`src/rtl/cpu_bus_sequencer_pkg.sv`:
```
// cpu_bus_sequencer_pkg: strobe bit positions, sequencer states and the NOP nibble
package cpu_bus_sequencer_pkg;
  localparam int DATA_LSB = 0;
  localparam int MAR_BIT = 4;
  localparam int WRITE_BIT = 5;
  localparam int JMP_BIT = 6;
  localparam int I_BIT = 7;
  localparam logic [3:0] NOP_OPCODE = 4'h0;
  typedef enum logic [1:0] {IDLE, FETCH, WRITE} state_t;
endpackage

```
`src/rtl/cpu_bus_sequencer_if.sv`:
```
// cpu_bus_sequencer_if: CPU pin bundle plus nibble memory request bus
interface cpu_bus_sequencer_if #(parameter int NIBBLES = 3);
  localparam int ADDR_W = 4 * NIBBLES;
  logic [7:0] cpu_out;
  logic [3:0] cpu_in;
  logic cpu_clk_en;
  logic [ADDR_W-1:0] mem_addr;
  logic mem_rd;
  logic mem_wr;
  logic [3:0] mem_wdata;
  logic [3:0] mem_rdata;
  logic mem_ack;
  modport master(input cpu_out, mem_rdata, mem_ack, output cpu_in, cpu_clk_en, mem_addr, mem_rd, mem_wr, mem_wdata);
  modport slave(output cpu_out, mem_rdata, mem_ack, input cpu_in, cpu_clk_en, mem_addr, mem_rd, mem_wr, mem_wdata);
endinterface

```
`src/rtl/cpu_bus_sequencer_mem_req_timer.sv`:
```
// cpu_bus_sequencer_mem_req_timer: counts unacked request cycles and pulses abort on the TIMEOUT-th one
module cpu_bus_sequencer_mem_req_timer #(
  parameter int TIMEOUT = 15
) (
  input  logic i_clk,
  input  logic i_rst_n,
  input  logic i_active,
  input  logic i_ack,
  output logic o_abort
);
  localparam logic [7:0] LAST = 8'(TIMEOUT - 1);
  logic [7:0] r_cnt;
  // r_cnt holds completed stall cycles, so the current cycle is number r_cnt+1
  assign o_abort = i_active && !i_ack && r_cnt == LAST;
  always_ff @(posedge i_clk or negedge i_rst_n)
    if (!i_rst_n) r_cnt <= '0;
    else r_cnt <= (i_active && !i_ack && !o_abort) ? r_cnt + 8'd1 : '0;
endmodule

```
`src/rtl/cpu_bus_sequencer.sv`:
```
// cpu_bus_sequencer: decodes CPU strobes into addressing, PC updates and stalled nibble memory transactions
module cpu_bus_sequencer
  import cpu_bus_sequencer_pkg::*;
#(
  parameter int NIBBLES = 3,
  parameter int TIMEOUT = 15,
  localparam int ADDR_W = 4 * NIBBLES
) (
  input  logic i_clk,
  input  logic i_rst_n,
  cpu_bus_sequencer_if.master bus,
  output logic [ADDR_W-1:0] o_pc,
  output logic o_busy,
  output logic o_err
);
  state_t r_state, w_state_nx;
  logic [ADDR_W-1:0] r_pc, w_pc_nx, r_addr, w_addr_nx, r_mem_addr, w_mem_addr_nx;
  logic [3:0] r_cpu_in, w_cpu_in_nx, r_wdata, w_wdata_nx, w_data;
  logic r_err, w_err_nx, w_abort, w_done;
  assign w_data = bus.cpu_out[DATA_LSB +: 4];
  assign w_done = bus.mem_ack || w_abort;
  cpu_bus_sequencer_mem_req_timer #(.TIMEOUT(TIMEOUT)) u_timer (
    .i_clk(i_clk),
    .i_rst_n(i_rst_n),
    .i_active(r_state != IDLE),
    .i_ack(bus.mem_ack),
    .o_abort(w_abort)
  );
  always_ff @(posedge i_clk or negedge i_rst_n)
    if (!i_rst_n) begin
      r_state <= IDLE;
      r_pc <= '0;
      r_addr <= '0;
      r_mem_addr <= '0;
      r_cpu_in <= '0;
      r_wdata <= '0;
      r_err <= 1'b0;
    end else begin
      r_state <= w_state_nx;
      r_pc <= w_pc_nx;
      r_addr <= w_addr_nx;
      r_mem_addr <= w_mem_addr_nx;
      r_cpu_in <= w_cpu_in_nx;
      r_wdata <= w_wdata_nx;
      r_err <= w_err_nx;
    end
  always_comb begin
    w_state_nx = r_state;
    w_pc_nx = r_pc;
    w_addr_nx = r_addr;
    w_mem_addr_nx = r_mem_addr;
    w_cpu_in_nx = r_cpu_in;
    w_wdata_nx = r_wdata;
    w_err_nx = r_err;
    if (r_state == IDLE) begin
      if (bus.cpu_out[JMP_BIT]) w_pc_nx = r_addr;
      else if (bus.cpu_out[WRITE_BIT]) begin
        w_state_nx = WRITE;
        w_mem_addr_nx = r_addr;
        w_wdata_nx = w_data;
      end else if (bus.cpu_out[MAR_BIT]) w_addr_nx = {r_addr[ADDR_W-5:0], w_data};
      else if (bus.cpu_out[I_BIT]) begin
        w_state_nx = FETCH;
        w_mem_addr_nx = r_pc;
      end
    end else if (w_done) begin
      w_state_nx = IDLE;
      w_err_nx = r_err || w_abort;
      if (r_state == FETCH) begin
        w_cpu_in_nx = bus.mem_ack ? bus.mem_rdata : NOP_OPCODE;
        w_pc_nx = r_pc + 1'b1;
      end
    end
  end
  assign bus.cpu_in = r_cpu_in;
  assign bus.cpu_clk_en = r_state == IDLE;
  assign bus.mem_addr = r_mem_addr;
  assign bus.mem_rd = r_state == FETCH;
  assign bus.mem_wr = r_state == WRITE;
  assign bus.mem_wdata = r_wdata;
  assign o_pc = r_pc;
  assign o_busy = r_state != IDLE;
  assign o_err = r_err;
endmodule
```
`src/flat_wrapper.sv`:
```
// flat-port wrapper written by rule: the top's interface ports become plain ports
module cpu_bus_sequencer_flat import cpu_bus_sequencer_pkg::*;
#(
  parameter int NIBBLES = 3,
  parameter int TIMEOUT = 15,
  localparam int ADDR_W = 4 * NIBBLES
)
  (i_clk, i_rst_n, o_pc, o_busy, o_err, bus_cpu_out, bus_mem_rdata, bus_mem_ack, bus_cpu_in, bus_cpu_clk_en, bus_mem_addr, bus_mem_rd, bus_mem_wr, bus_mem_wdata);
  cpu_bus_sequencer_if #(.NIBBLES(NIBBLES)) bus_i ();
  input  logic i_clk;
  input  logic i_rst_n;
  output logic [ADDR_W-1:0] o_pc;
  output logic o_busy;
  output logic o_err;
  input wire logic [$bits(bus_i.cpu_out)-1:0] bus_cpu_out;
  input wire logic [$bits(bus_i.mem_rdata)-1:0] bus_mem_rdata;
  input wire logic [$bits(bus_i.mem_ack)-1:0] bus_mem_ack;
  output wire logic [$bits(bus_i.cpu_in)-1:0] bus_cpu_in;
  output wire logic [$bits(bus_i.cpu_clk_en)-1:0] bus_cpu_clk_en;
  output wire logic [$bits(bus_i.mem_addr)-1:0] bus_mem_addr;
  output wire logic [$bits(bus_i.mem_rd)-1:0] bus_mem_rd;
  output wire logic [$bits(bus_i.mem_wr)-1:0] bus_mem_wr;
  output wire logic [$bits(bus_i.mem_wdata)-1:0] bus_mem_wdata;
  assign bus_i.cpu_out = bus_cpu_out;
  assign bus_i.mem_rdata = bus_mem_rdata;
  assign bus_i.mem_ack = bus_mem_ack;
  assign bus_cpu_in = bus_i.cpu_in;
  assign bus_cpu_clk_en = bus_i.cpu_clk_en;
  assign bus_mem_addr = bus_i.mem_addr;
  assign bus_mem_rd = bus_i.mem_rd;
  assign bus_mem_wr = bus_i.mem_wr;
  assign bus_mem_wdata = bus_i.mem_wdata;
  cpu_bus_sequencer #(.NIBBLES(NIBBLES), .TIMEOUT(TIMEOUT)) u_core (.i_clk(i_clk), .i_rst_n(i_rst_n), .bus(bus_i), .o_pc(o_pc), .o_busy(o_busy), .o_err(o_err));
endmodule
```
`config.mk`:
```
export PLATFORM = sky130hd
export DESIGN_NAME = cpu_bus_sequencer_flat
export DESIGN_NICKNAME = d
export VERILOG_FILES = /design/src/rtl/cpu_bus_sequencer_pkg.sv /design/src/rtl/cpu_bus_sequencer_if.sv /design/src/rtl/cpu_bus_sequencer_mem_req_timer.sv /design/src/rtl/cpu_bus_sequencer.sv /design/src/flat_wrapper.sv
export SDC_FILE = /design/constraint.sdc
export NUM_CORES = 1
export LEC_CHECK = 0
export BUFFER_PORTS_ARGS = -buffer_cell sky130_fd_sc_hd__buf_2
export CAP_MARGIN = 0
export CORE_MARGIN = 3
export CORE_UTILIZATION = 50
export CTS_CLUSTER_SIZE = 12
export DETAILED_ROUTE_END_ITERATION = 6
export GPL_TIMING_DRIVEN = 0
export PLACE_DENSITY = 0.76
export SYNTH_ARGS = -nofsm -noshare
export SYNTH_HDL_FRONTEND = slang
export SYNTH_SLANG_ARGS = --single-unit
```
`constraint.sdc`:
```
create_clock -name i_clk -period 2.3 [get_ports i_clk]
set_input_delay 0.46 -clock i_clk [delete_from_list [all_inputs] [get_ports i_clk]]
set_output_delay 0.46 -clock i_clk [all_outputs]
set_load 0.05 [all_outputs]
```
# --- Yosys cells after proc, flatten, opt, wreduce, memory -nomap -nowiden ---
# Index checks and enable logic that the tools add are counted.
classes:
  add_sub_neg: 2
  eq_ne: 8
  n_mux: 15
  n_bitwise: 3
  reduce_logical: 19
op_table:
  columns: ["cell", "count"]
  rows:
  - ["$mux 12", 7]
  - ["$add 12x1->12 const B", 1]
  - ["$mux 2", 6]
  - ["$reduce_and 4->1", 3]
  - ["$reduce_and 3->1", 3]
  - ["$add 8x1->8 const B", 1]
  - ["$eq 8x4->1 const B", 1]
  - ["$mux 8", 1]
  - ["$reduce_bool 2->1", 4]
  - ["$ne 3x3->1 const B", 2]
  - ["$mux 4", 1]
  - ["$ne 2x2->1 const B", 2]
  - ["$logic_and 1x1->1", 3]
  - ["$not 1->1", 3]
  - ["$eq 2x1->1 const B", 1]
  - ["$eq 2x2->1 const B", 1]
  - ["$logic_not 1->1", 2]
  - ["$logic_not 2->1", 1]
  - ["$logic_or 1x1->1", 2]
  - ["$ne 2x1->1 const B", 1]
  - ["$reduce_and 2->1", 1]
word_totals:
  register_bits: 55

# --- Logic depth before layout (Yosys ltp) ---
depth:
  word_depth: 6
  depth_mapped: 7
  mapped_depth_nobuf: 6

# --- Cells and area by module ---
# Synthesis repeated with hierarchy kept, for this count alone.
hier_totals:
  cells_unflattened: 242
  hier_area_um2: 2586.2
by_module_without_submodules:
  columns: ["mod", "instances", "cells_per_inst", "area_each_um2", "seq_area_each_um2"]
  rows:
  - ["cpu_bus_sequencer", 1, 202, 2187.1, 1176.1]
  - ["cpu_bus_sequencer_mem_req_timer", 1, 40, 399.1, 200.2]

# --- Least setup slack after synthesis ---
# OpenSTA, ideal clock, no wires.
synth_path:
  path_type: "reg2reg"
  from: "reg u_core.r_state[0]"
  to: "reg u_core.r_cpu_in[0], in the netlist u_core.bus.cpu_in[0]"
  arrival_ps: 1814
  required_time_ps: 2179
  path_slack_ps: 365
  path_stages_with_launch: 4
  period_less_slack_ps: 1935
  path_cell_list: "dfrtp_1 nor2b_1 o21ai_0 a22o_1"
synth_via:
  word_cells_on_any_way: 8
synth_lines:
  columns: ["item", "line", "text"]
  rows:
  - ["start: declaration", "cpu_bus_sequencer.sv:16", "state_t r_state, w_state_nx;"]
  - ["start signal: assignment", "cpu_bus_sequencer.sv:39", "r_state <= w_state_nx;"]
  - ["$eq 2x1->1", null, null]
  - ["net bus_mem_rd", "flat_wrapper.sv:21", "output wire logic [$bits(bus_i.mem_rd)-1:0] bus_mem_rd;"]
  - ["$reduce_and 3->1 (no line)", null, null]
  - ["end signal: assignment", "cpu_bus_sequencer.sv:43", "r_cpu_in <= w_cpu_in_nx;"]
  - ["end: declaration", "cpu_bus_sequencer.sv:18", "logic [3:0] r_cpu_in, w_cpu_in_nx, r_wdata, w_wdata_nx, w_data;"]
# The timed path passes the listed nets, and every way through them passes these cells.
# A chain may end at the register's enable or synchronous reset.

# --- Final worst setup path ---
layout_path:
  from: "reg u_core.r_state[0]"
  to: "out o_busy"
layout_via:
  elab_chain_cells: 1
layout_rtl:
  columns: ["item", "line", "text"]
  rows:
  - ["$reduce_bool 2->1", "cpu_bus_sequencer.sv:82", "assign o_busy = r_state != IDLE;"]
  - ["end: declaration", "flat_wrapper.sv:13", "output logic o_busy;"]
# No other way between the ends.

==> metrics <==
status finished, final reports clean; Crit-path slowest cell dfrtp_1; critical path class reg -> out; Port Buf Inserts 50; slowest cell delay on critical path 0.47 ns; Startpoint Class register; DR vias between 2000 and 2500; Slew headroom about a fifth; Netlist Area Pre-Place approximately 0.0027 mm²; Slew Limit Fails 0; CP endpoint o_busy; initial antenna violation count 0; Post-Syn Area per Cell around 11 µm²; commonest non-fill, non-tap cell in the layout buf_2; distinct cell type count after synthesis 47; Total GRT Usage around a fifth; most frequent cells in the layout 57 x buf_2, 55 x dfrtp_1, 22 x nand2_1; TritonCTS clock tree built; hold_buf cts 0; htree depth 2; hpwl dp 4.08 mm; Req. time, crit path ~1.8 ns; clk sinks 55; Ports 52; crit-path max FO 10; sequential fraction of the synthesis area between 50% and 60%; Hold Fails Final Rpt 0; final period utilization 90.6%; CTS max path bufs 2; die height between 70 and 80 µm; Reg2Reg Depth 7; Vias/cell about 5.6; pwr dens around 1300 mW/mm²; DRT Pass-1 Iters 4; # resized after CTS 0; reg2reg end u_core.o_pc[5]; final setup fails 0; die area between 0.006 and 0.007 mm²; ys async rst share 100%; largest net degree at the start of global routing between 50 and 60; total core area 0.00494 mm²; number of synthesized flops with an enable pin 0; DR iter-0 viols ~120; worst slew pin tran 1.21 ns; HP Class in -> reg; maxcap violations 0; Crit. End Element primary output; flop-to-flop setup slack 0.53 ns; Leak between 0.0015 and 0.002 µW; Initial Util 54.1%; Synth Instances 240; worst-skew pair later-pin latency just over 0.3 ns; clock-pin slew on the worst setup and hold paths ~0.09 ns; Clock Root Buffer clkbuf_8; first-pass GRT wire length slightly below 10 mm; Critical path origin u_core.r_state[0]; final setup TNS 0 ns; reg2reg start u_core.u_timer.r_cnt[0]; P&R area growth vs syn 16.1%; Yosys warnings 0; Antenna diodes 0; peak supply drop 0.552 mV; Final min period roughly 2.1 ns; crit path DAT 1.62 ns; Worst Skew 0.0120 ns; FMAX 0.480 GHz; Placer Congestion about 0.88; Placement Rows 25; Yosys reg bits 55; RSZ-0062 raised after global routing no; ANT nets after route 0; Layout Utilization 62.8%; crit-path cells nor2_4, inv_2, clkbuf_1, buf_2; ys flop type dfrtp_1; nets roughly 320; Num CTS Buffers 5; per-cell routed wire length 15.1 µm; share of cells above drive strength 1 around 31%; DRC violations left 0; setup bufs post-CTS 0; global route total overflow 0; Synth Net Count 258; Die Width roughly 79 µm; vias in the first global route around 2000; routed wire length ~5.5 mm
==> kinds of logic (layout without fill, tap and decap cells) <==
logic type / after synthesis / after routing / synth area share (%)
and+or+nand+nor: 74 / 74 / 14.6
DFF: 55 / 55 / 51.5
AOI/OAI and AO/OA: 54 / 54 / 13.9
muxes: 29 / 29 / 13.0
buffers and inverters: 19 / 77 / 3.60
xor gates and xnor gates: 6 / 6 / 1.97
adders and majority gates: 3 / 3 / 1.40
==> layout make-up <==
class | count | area [µm²]
multi-input combinational | 166 | 1200
clock buffer | 7 | 86.3
inverter | 4 | 15.0
tap | 67 | 83.8
clock inverter | 1 | 8.76
sequential | 55 | 1380
timing repair buffer | 50 | 250
fill | 427 | 1840
buffer | 15 | 81.3
==> metrics by stage <==
stage                     hold slack, ns  power (µW)  setup WS [ns]  instances  cell area (µm²)
final                              0.371        3880          0.216        365             3100
after global routing               0.370        4110          0.113        365             3100
after CTS                          0.364        3910          0.215        365             3100
after detailed placement           0.463        3360          0.554        357             3010
after global placement             0.450        3320          0.553        357             3010
after floorplan                    0.164        2900          0.365        240             2670
==> synthesized netlist by cell type, types with 2 or more instances <==
library cell / n / area share (%)
a211oi_1: 3 / 0.84
a21o_1: 2 / 0.56
a22o_1: 4 / 1.3
a2bb2oi_1: 9 / 2.9
a31oi_1: 3 / 0.70
a41oi_1: 2 / 0.66
and2_1: 5 / 1.2
and3_1: 2 / 0.47
and4_1: 2 / 0.66
buf_2: 7 / 1.3
buf_6: 2 / 0.84
clkbuf_1: 5 / 0.70
dfrtp_1: 55 / 51
ha_1: 3 / 1.4
inv_1: 3 / 0.42
mux2_2: 6 / 2.5
mux2_4: 10 / 5.6
mux2i_1: 13 / 4.9
nand2_1: 22 / 3.1
nand3_1: 5 / 0.94
nand4_1: 4 / 0.94
nor2_1: 13 / 1.8
nor2b_1: 2 / 0.47
nor3_1: 9 / 1.7
o21ai_0: 17 / 3.2
o21ai_1: 2 / 0.37
o22ai_1: 6 / 1.4
xor2_1: 5 / 1.6
==> where the power goes <==
| part | leakage [µW] | switching (µW) | internal (µW) |
|---|---|---|---|
| logic | 0.000788 | 1230 | 549 |
| clock network | 0.0000484 | 298 | 247 |
| registers | 0.000683 | 287 | 1270 |
| total | 0.00152 | 1810 | 2060 |
==> worst max-delay path, delay by kind of cell (launching register included) <==
| kind | cells | cell delay (ns) |
|---|---|---|
| buffers and inverters | 3 | 0.77 |
| flip-flops | 1 | 0.47 |
| AND/OR/NAND/NOR | 1 | 0.08 |
==> worst min-delay path by stage <==
stage	startpoint	to	slack, ns	depth (start not counted)
2_1_floorplan	i_rst_n	u_core.bus.cpu_in[0]	0.16	0
3_3_place_gp	u_core.o_err	u_core.o_err	0.45	1
3_5_place_dp	u_core.o_err	u_core.o_err	0.46	1
4_1_cts	bus_mem_rdata[1]	u_core.bus.cpu_in[1]	0.36	2
5_1_grt	bus_mem_rdata[2]	u_core.bus.cpu_in[2]	0.37	2
6_report	bus_mem_rdata[2]	u_core.bus.cpu_in[2]	0.37	2
==> flip-flops by register name, summed over array words and instances (netlist names) <==
name / flops
u_core.bus.mem_addr: 12
u_core.o_pc: 12
u_core.r_addr: 12
u_core.u_timer.r_cnt: 8
u_core.bus.cpu_in: 4
u_core.bus.mem_wdata: 4
u_core.r_state: 2
u_core.o_err: 1
==> routing by layer <==
layer  vias to the layer above  wire length, µm  GRT usage (%)
met4                         0               53           4.98
li1                        985                -              -
met2                        74             2580           31.2
met5                         -                0              0
met3                         5              299           3.85
met1                       976             2580           27.4
Note: power is estimated with default switching activity, not from simulation.
